`src/rtl/mem_access.sv`:
```
// Memory-access pipeline stage: drives the req/addr_ok/data_ok data bus, stalls
// until the access completes, aligns/extends load data and flags AdEL/AdES.
module mem_access (
  input  logic        clk,
  input  logic        rst,
  input  logic        flush,
  input  logic [7:0]  aluop_i,
  input  logic [31:0] mem_addr_i,
  input  logic [31:0] reg2_i,
  input  logic [4:0]  wd_i,
  input  logic        wreg_i,
  input  logic [31:0] wdata_i,
  input  logic [31:0] except_type_i,
  output logic [4:0]  wd_o,
  output logic        wreg_o,
  output logic [31:0] wdata_o,
  output logic [31:0] except_type_o,
  output logic [31:0] bad_vaddr_o,
  output logic        stall_req,
  output logic        data_req,
  output logic        data_wr,
  output logic [1:0]  data_size,
  output logic [31:0] data_addr,
  output logic [31:0] data_wdata,
  input  logic        data_addr_ok,
  input  logic [31:0] data_rdata,
  input  logic        data_data_ok
);

  // EXE_*_OP encodings shared with the decoder
  localparam logic [7:0] EXE_LB_OP  = 8'b1110_0000;
  localparam logic [7:0] EXE_LH_OP  = 8'b1110_0001;
  localparam logic [7:0] EXE_LW_OP  = 8'b1110_0011;
  localparam logic [7:0] EXE_LBU_OP = 8'b1110_0100;
  localparam logic [7:0] EXE_LHU_OP = 8'b1110_0101;
  localparam logic [7:0] EXE_SB_OP  = 8'b1110_1000;
  localparam logic [7:0] EXE_SH_OP  = 8'b1110_1001;
  localparam logic [7:0] EXE_SW_OP  = 8'b1110_1011;

  typedef enum logic [2:0] {
    S_IDLE  = 3'd0,
    S_REQ   = 3'd1,
    S_WAIT  = 3'd2,
    S_DONE  = 3'd3,
    S_DRAIN = 3'd4
  } state_e;

  state_e      state_q, state_d;
  logic [31:0] rbuf_q, rbuf_d;
  logic [31:0] addr_q, addr_d;
  logic [31:0] wdat_q, wdat_d;
  logic [1:0]  size_q, size_d;
  logic        wr_q, wr_d;
  logic        abort_q, abort_d;

  logic        is_load, is_store, is_signed;
  logic [1:0]  op_size;
  logic        misaligned, adel, ades, access;
  logic [31:0] store_data;
  logic [31:0] byte_shift;
  logic [7:0]  ld_byte;
  logic [15:0] ld_half;
  logic [31:0] load_ext;
  logic        req, stall;

  always_comb begin
    is_load   = 1'b0;
    is_store  = 1'b0;
    is_signed = 1'b0;
    op_size   = 2'd2;
    case (aluop_i)
      EXE_LB_OP:  begin is_load  = 1'b1; is_signed = 1'b1; op_size = 2'd0; end
      EXE_LBU_OP: begin is_load  = 1'b1;                   op_size = 2'd0; end
      EXE_LH_OP:  begin is_load  = 1'b1; is_signed = 1'b1; op_size = 2'd1; end
      EXE_LHU_OP: begin is_load  = 1'b1;                   op_size = 2'd1; end
      EXE_LW_OP:  begin is_load  = 1'b1;                   op_size = 2'd2; end
      EXE_SB_OP:  begin is_store = 1'b1;                   op_size = 2'd0; end
      EXE_SH_OP:  begin is_store = 1'b1;                   op_size = 2'd1; end
      EXE_SW_OP:  begin is_store = 1'b1;                   op_size = 2'd2; end
      default:    ;
    endcase
  end

  always_comb begin
    misaligned = 1'b0;
    if (op_size == 2'd1)
      misaligned = mem_addr_i[0];
    else if (op_size == 2'd2)
      misaligned = (mem_addr_i[1:0] != 2'b00);
  end

  assign adel          = is_load & misaligned;
  assign ades          = is_store & misaligned;
  assign except_type_o = except_type_i | {16'd0, ades, adel, 14'd0};
  assign bad_vaddr_o   = mem_addr_i;
  assign access        = (is_load | is_store) & (except_type_o == 32'd0);

  always_comb begin
    case (op_size)
      2'd0:    store_data = {4{reg2_i[7:0]}};
      2'd1:    store_data = {2{reg2_i[15:0]}};
      default: store_data = reg2_i;
    endcase
  end

  // Little-endian lane select out of the captured read word
  assign byte_shift = rbuf_q >> {mem_addr_i[1:0], 3'b000};
  assign ld_byte    = byte_shift[7:0];
  assign ld_half    = mem_addr_i[1] ? rbuf_q[31:16] : rbuf_q[15:0];

  always_comb begin
    case (op_size)
      2'd0:    load_ext = {{24{is_signed & ld_byte[7]}}, ld_byte};
      2'd1:    load_ext = {{16{is_signed & ld_half[15]}}, ld_half};
      default: load_ext = rbuf_q;
    endcase
  end

  always_comb begin
    state_d    = state_q;
    rbuf_d     = rbuf_q;
    addr_d     = addr_q;
    wdat_d     = wdat_q;
    size_d     = size_q;
    wr_d       = wr_q;
    abort_d    = abort_q;
    req        = 1'b0;
    stall      = 1'b0;
    data_addr  = mem_addr_i;
    data_wdata = store_data;
    data_size  = op_size;
    data_wr    = is_store;
    case (state_q)
      S_IDLE: begin
        abort_d = 1'b0;
        stall   = access;
        if (access && !flush) begin
          req     = 1'b1;
          addr_d  = mem_addr_i;
          wdat_d  = store_data;
          size_d  = op_size;
          wr_d    = is_store;
          state_d = data_addr_ok ? S_WAIT : S_REQ;
        end
      end
      S_REQ: begin
        // A request cannot be withdrawn, so a flush here is remembered
        // and the response drained once the slave has taken it.
        req        = 1'b1;
        stall      = 1'b1;
        data_addr  = addr_q;
        data_wdata = wdat_q;
        data_size  = size_q;
        data_wr    = wr_q;
        if (flush)
          abort_d = 1'b1;
        if (data_addr_ok) begin
          abort_d = 1'b0;
          state_d = (flush || abort_q) ? S_DRAIN : S_WAIT;
        end
      end
      S_WAIT: begin
        stall = 1'b1;
        if (data_data_ok) begin
          if (flush) begin
            state_d = S_IDLE;
          end else begin
            rbuf_d  = data_rdata;
            state_d = S_DONE;
          end
        end else if (flush) begin
          state_d = S_DRAIN;
        end
      end
      S_DONE: begin
        state_d = S_IDLE;
      end
      S_DRAIN: begin
        stall = 1'b1;
        if (data_data_ok)
          state_d = S_IDLE;
      end
      default: state_d = S_IDLE;
    endcase
  end

  always_ff @(posedge clk) begin
    if (rst) begin
      state_q <= S_IDLE;
      rbuf_q  <= 32'd0;
      addr_q  <= 32'd0;
      wdat_q  <= 32'd0;
      size_q  <= 2'd0;
      wr_q    <= 1'b0;
      abort_q <= 1'b0;
    end else begin
      state_q <= state_d;
      rbuf_q  <= rbuf_d;
      addr_q  <= addr_d;
      wdat_q  <= wdat_d;
      size_q  <= size_d;
      wr_q    <= wr_d;
      abort_q <= abort_d;
    end
  end

  assign data_req  = req & ~rst;
  assign stall_req = stall & ~rst;
  assign wd_o      = wd_i;
  assign wreg_o    = wreg_i & ~adel;
  assign wdata_o   = (state_q == S_DONE && is_load) ? load_ext : wdata_i;

endmodule
```
`config.mk`:
```
export PLATFORM = sky130hd
export DESIGN_NAME = mem_access
export DESIGN_NICKNAME = d
export VERILOG_FILES = /design/src/rtl/mem_access.sv
export SDC_FILE = /design/constraint.sdc
export NUM_CORES = 1
export LEC_CHECK = 0
export CAP_MARGIN = 20
export CORE_MARGIN = 3
export CORE_UTILIZATION = 37
export CTS_BUF_LIST = sky130_fd_sc_hd__clkbuf_4 sky130_fd_sc_hd__clkbuf_8 sky130_fd_sc_hd__clkbuf_16
export CTS_CLUSTER_DIAMETER = 200
export CTS_CLUSTER_SIZE = 25
export DETAILED_ROUTE_END_ITERATION = 8
export PLACE_DENSITY = 0.79
export SYNTH_ARGS = -nofsm -noshare
export SYNTH_HDL_FRONTEND = slang
export SYNTH_SLANG_ARGS = --single-unit
```
`constraint.sdc`:
```
create_clock -name clk -period 2.3 [get_ports clk]
set_input_delay 0.46 -clock clk [delete_from_list [all_inputs] [get_ports clk]]
set_output_delay 0.46 -clock clk [all_outputs]
set_load 0.02 [all_outputs]
```
* After elaboration in Yosys (flattened, before gate mapping) *
Cells that the tools add are included.

storage, ports and cells
  output and inout port bits = 171
  logic and storage cells = 88
  input bits = 179
  register bits = 103

cells by class
  muxes and demuxes = 29
  shift-type cells = 1
  bitwise logic cells = 13
  equality and inequality tests = 19
  reduce and logical (&&, ||, !) cells = 19

operators by type and width
  cell                                           count
  case mux 32 bit (2 select lines)               2
  two-way mux 32 bit                             3
  == test 8 bit, second input constant           8
  zero test 32 bit                               1
  OR 32 x 16 -> 32 bit                           1
  >> shifter 32 x 5 -> 8 bit                     1
  two-way mux 3 bit                              6
  two-way mux 16 bit                             1
  case mux 3 bit (4 select lines)                1
  OR reduction 3 bit                             4
  two-way mux 1 bit                              9
  bitwise AND 1 bit                              8
  == test 3 x 2 -> 1 bit, second input constant  2
  two-way mux 2 bit                              3
  inequality test 2 bit, second input constant   3
  inequality test 3 bit, second input constant   2
  case mux 1 bit (2 select lines)                3
  OR reduction 5 bit                             1
  case mux 2 bit (2 select lines)                1
  AND reduction 2 bit                            2
  AND reduction 4 bit                            1
  nonzero test 2 bit                             2
  == test 3 x 1 -> 1 bit, second input constant  1
  == test 3 bit, second input constant           1
  other kinds (11)                               14

* Longest topological paths before layout *
  depth in word-level cells = 14
  depth in mapped cells = 9
  depth with buffers taken out = 5

* Worst setup path before layout *
No wires, ideal clock.

  path type = input port to output port
  start = input port except_type_i[9]
  end = output port stall_req
  arrival time = 2.365 ns
  required time = 1.840 ns
  cell stages on the path = 6
  buffers on the path = 1
  slack = -0.525 ns
  cells stage by stage = or4_4 > nor2_2 > and4_1 > buf_4 > a2111oi_0 > a2111oi_1

between the ends
  cells in the longest elaborated chain, start to end = 5

RTL lines
  what                             RTL line  source
  start: declaration               13        input logic [31:0] except_type_i,
  OR 32 x 16 -> 32 bit             94        assign except_type_o = except_type_i | {16'd0, ades, adel, 14'd0};
  zero test 32 bit                 96        assign access = (is_load | is_store) & (except_type_o == 32'd0);
  bitwise AND 1 bit                96
  case mux 1 bit (2 select lines)  133       case (state_q)
  bitwise AND 1 bit                208       assign stall_req = stall & ~rst;
  end: declaration                 19        output logic stall_req,

Every way passes these cells.

* Worst setup path in the final report *
  start = input port aluop_i[3]
  end = output port wdata_o[11]

between the ends
  cells in the longest elaborated chain, start to end = 6

RTL lines
  what                                                                              RTL line  source
  start: declaration                                                                7         input logic [7:0] aluop_i,
  == test 8 bit                                                                     71        case (aluop_i)
  OR reduction 3 bit (no source line) / OR reduction 2 bit (equally long branches)  --
  case mux 2 bit (2 select lines) / two-way mux 1 bit (equally long branches)       71
  == test 2 x 1 -> 1 bit, or another cell as far along                              112       case (op_size)
  case mux 32 bit (2 select lines)                                                  112
  two-way mux 32 bit (*)                                                            211       assign wdata_o = (state_q == S_DONE && is_load) ? load_ext : wdata_i;
  end: declaration                                                                  16        output logic [31:0] wdata_o,

Every way passes the cells marked *; elsewhere a longest branch is shown, timed or not.

==> flow_metrics.env <==
export IMPL_outcome="finished, violations left"
export IMPL_failed_checks="design-rule violations, negative setup slack"
export IMPL_combPwrFrac_pct=28.8
export IMPL_p_per_area_nw_per_um2=389.8
export IMPL_worstSkewPairLatency_ns=0.36
export IMPL_num_rows=48
export IMPL_post_synth_top_area_fraction_pct=30.93
export IMPL_finalCritPeriodShare_pct=106.5
export IMPL_achievable_frequency_mhz=408.3
export IMPL_setup_ws_ns=-0.1493
export IMPL_clock_path_buffers=2
export IMPL_layout_cells_most_common="sky130_fd_sc_hd__nand2_1"
export IMPL_most_common_layout_cells="sky130_fd_sc_hd__nand2_1 (217), sky130_fd_sc_hd__clkdlybuf4s50_1 (191), sky130_fd_sc_hd__buf_4 (150)"
export IMPL_average_footprint_of_a_synthesized_cell_um2=6.924
export IMPL_wirelength_routed_um=32070
export IMPL_post_route_util_pct=69.47
export IMPL_avgRoutedWirePerCell_um=20.56
export IMPL_area_growth_pct=82.10
export IMPL_final_weighted_congestion_in_routability_driven_placement=0.8736
export IMPL_netSwitchingFraction_pct=29.36
export IMPL_num_vias=8651
export IMPL_cts_root_buf="sky130_fd_sc_hd__clkbuf_16"
export IMPL_mappedNetlistNets=1142
export IMPL_number_of_inserted_filler_cells_in_the_final_layout=1355
export IMPL_synth_distinct_cells=49
export IMPL_worst_r2r_setup_slack_ns=0.45
export IMPL_unrepaired_setup_endpoints_after_global_routing="yes"
export IMPL_synthesis_area_um2=6668
export IMPL_netSwitchingPower_uw=1390
export IMPL_initial_core_util_pct=38.15
export IMPL_synthCells=963
export IMPL_grt_antenna_before_repair=2
export IMPL_die_h_um=140.2
export IMPL_post_route_min_period_ns=2.449
export IMPL_ys_flop_type="sky130_fd_sc_hd__dfxtp_1"
export IMPL_timing_clock_skew_ns=0.009753
export IMPL_number_of_cts_inserted_buffers=9
export IMPL_cts_max_level=3
export IMPL_critPathKind="input pin to primary output"
export IMPL_grt_pass1_vias=8304
export IMPL_die_area_um2=19670
export IMPL_yosysSeqAreaShare_pct=30.93
export IMPL_postPlaceCellArea_um2=10690
export IMPL_p_seq_share_pct=37.6
export IMPL_synth_area_leader_cell="sky130_fd_sc_hd__dfxtp_1"
export IMPL_tightest_slew_ns=0.6487
export IMPL_drt_iter0_drc=793
export IMPL_totalNegativeSetupSlack_ns=-3.686
export IMPL_setup_viol=41
export IMPL_worst_setup_hold_path_clk_slew_ns=0.07
export IMPL_pwr_share_clk_pct=33.6
export IMPL_synth_enable_flop_cells=0
export IMPL_gr_total_overflow=0
export IMPL_core_area_um2=17480
export IMPL_worst_ir_drop_vdd_mv=0.3953
export IMPL_stdcell_area_um2=12140
export IMPL_timing_critical_path_from_type="input pin"
export IMPL_power_static_leakage_uw=0.004797
export IMPL_synth_area_leaders="sky130_fd_sc_hd__dfxtp_1 (31%), sky130_fd_sc_hd__nand2_1 (13%), sky130_fd_sc_hd__a21oi_1 (11%)"
export IMPL_vias_per_cell=5.546
export IMPL_postSynth_asyncResetShare_pct=0
export IMPL_timing_hold_worst_class="flip-flop to flip-flop"
export IMPL_cell_internal_pwr_uw=3343
export IMPL_worst_case_headroom_to_the_max_slew_limit_pct=56.75
export IMPL_grt_max_degree=58
export IMPL_final_cell_count_no_fill=1560
export IMPL_maxSlewViolCount=0
export IMPL_finalHoldViolCount=0
export IMPL_end_kind="primary output"
export IMPL_worstPathMaxFanout=7
export IMPL_io_pins=350
export IMPL_die_width_um=140.2
export IMPL_max_cap_violations=0
export IMPL_ys_seq_elements=103
export IMPL_grt_pass1_wl_um=45620
export IMPL_design_final_nets=1507
export IMPL_critPathArrivalTime_ns=1.99
export IMPL_io_buf_count=339
export IMPL_cts_tree="done"
export IMPL_worstPathRequired_ns=1.84
export IMPL_drcViolationCount=2
export IMPL_dp_worst_setup_slack_ns=-1.054
export IMPL_drt_pass1_iterations=8
export IMPL_groute_usage_overall_pct=29.16
export IMPL_dp_cells=1493
export IMPL_hpwl_um=20460
export IMPL_post_route_cells_drive_above_1_share_pct=33.46
export IMPL_route_antenna_remaining_nets=0
export IMPL_tritoncts_num_sinks=103
export IMPL_yosysWarningCount=0
through the flow:
step                power, µW  hold WS [ns]
floorplan                2363        0.4332
global route             4873        0.5034
finish                   4733        0.4742
CTS                      4693        0.4740
detailed placement       3116        0.4574
global placement         3107        0.4449
worst paths after layout:
path	startpoint	end	depth (start not counted)
worst max-delay path	aluop_i[3]	wdata_o[11]	6
worst min-delay path	wdat_q[28]$_SDFFE_PP0P_	wdat_q[28]$_SDFFE_PP0P_	2
worst max register to register	state_q[1]$_SDFFE_PP0P_	addr_q[11]$_SDFFE_PP0P_	9
worst min register to register	wdat_q[28]$_SDFFE_PP0P_	wdat_q[28]$_SDFFE_PP0P_	2
per-layer routing:
layer  share of wire (%)  vias to the layer above  GRT usage [%]
met5                   0                        -              0
met4                 4.3                        0          13.97
met3                 8.1                       89          7.033
met2                  51                      492          50.98
met1                  36                     4075          33.30
li1                    -                     3995              -
kinds of logic after synthesis:
kind of cell           count (synthesis)  share of synthesized area [%]
AO/OA/AOI/OAI                        280                          23.93
buffers and inverters                158                          13.77
flip-flops                           103                          30.93
multiplexers                          38                          6.099
AND/OR/NAND/NOR                      384                          25.28
synth_stat cells, drive strengths merged (6+ instances only):
| library cell | count |
|---|---|
| a211oi | 22 |
| a21oi | 160 |
| a22oi | 12 |
| buf | 93 |
| clkbuf | 59 |
| dfxtp | 103 |
| inv | 6 |
| mux2i | 35 |
| nand2 | 225 |
| nand3 | 45 |
| nor2 | 60 |
| nor3 | 11 |
| nor4 | 9 |
| o21ai | 67 |
| or3 | 10 |
worst max-delay path: stages:
cell                      delay, ns
sky130_fd_sc_hd__buf_2         0.15
sky130_fd_sc_hd__or4_4         0.54
sky130_fd_sc_hd__o31a_4        0.33
sky130_fd_sc_hd__buf_4         0.19
sky130_fd_sc_hd__a21oi_1       0.15
sky130_fd_sc_hd__buf_4         0.16
registers in the layout, summed over array words and instances, names as in the netlist:
register and count:
abort_q 1, addr_q 32, rbuf_q 32, size_q 2, state_q 3, wdat_q 32
wr_q 1
cell type report:
type                            count  area (µm²)  share of cell area (%)
Clock buffer                       11       240.2                   1.979
Antenna cell                        2       5.005                 0.04122
Timing Repair Buffer              505        4925                   40.56
Multi-Input combinational cell    703        4546                   37.44
Sequential cell                   103        2066                   17.01
Inverter                            6       22.52                  0.1855
Clock inverter                      5       56.30                  0.4637
Tap cell                          225       281.5                   2.319
power groups by stage:
stage / sequential [µW] / clock, µW / combinational [µW]
2_1_floorplan: 1820 / 0 / 539
3_3_place_gp: 1820 / 0 / 1280
3_5_place_dp: 1820 / 0 / 1290
4_1_cts: 1780 / 1600 / 1310
5_1_grt: 1780 / 1670 / 1420
6_report: 1780 / 1590 / 1360
repair_timing:
action / in CTS / in global routing
buffers inserted: 22 / 14
pin swaps: 40 / 27
cloned: 11 / 6
resized for setup: 636 / 169
endpoints found under the setup margin: 163 / 141
hold buffers: 0 / 0
No activity file was read; power rests on OpenSTA's default activity.
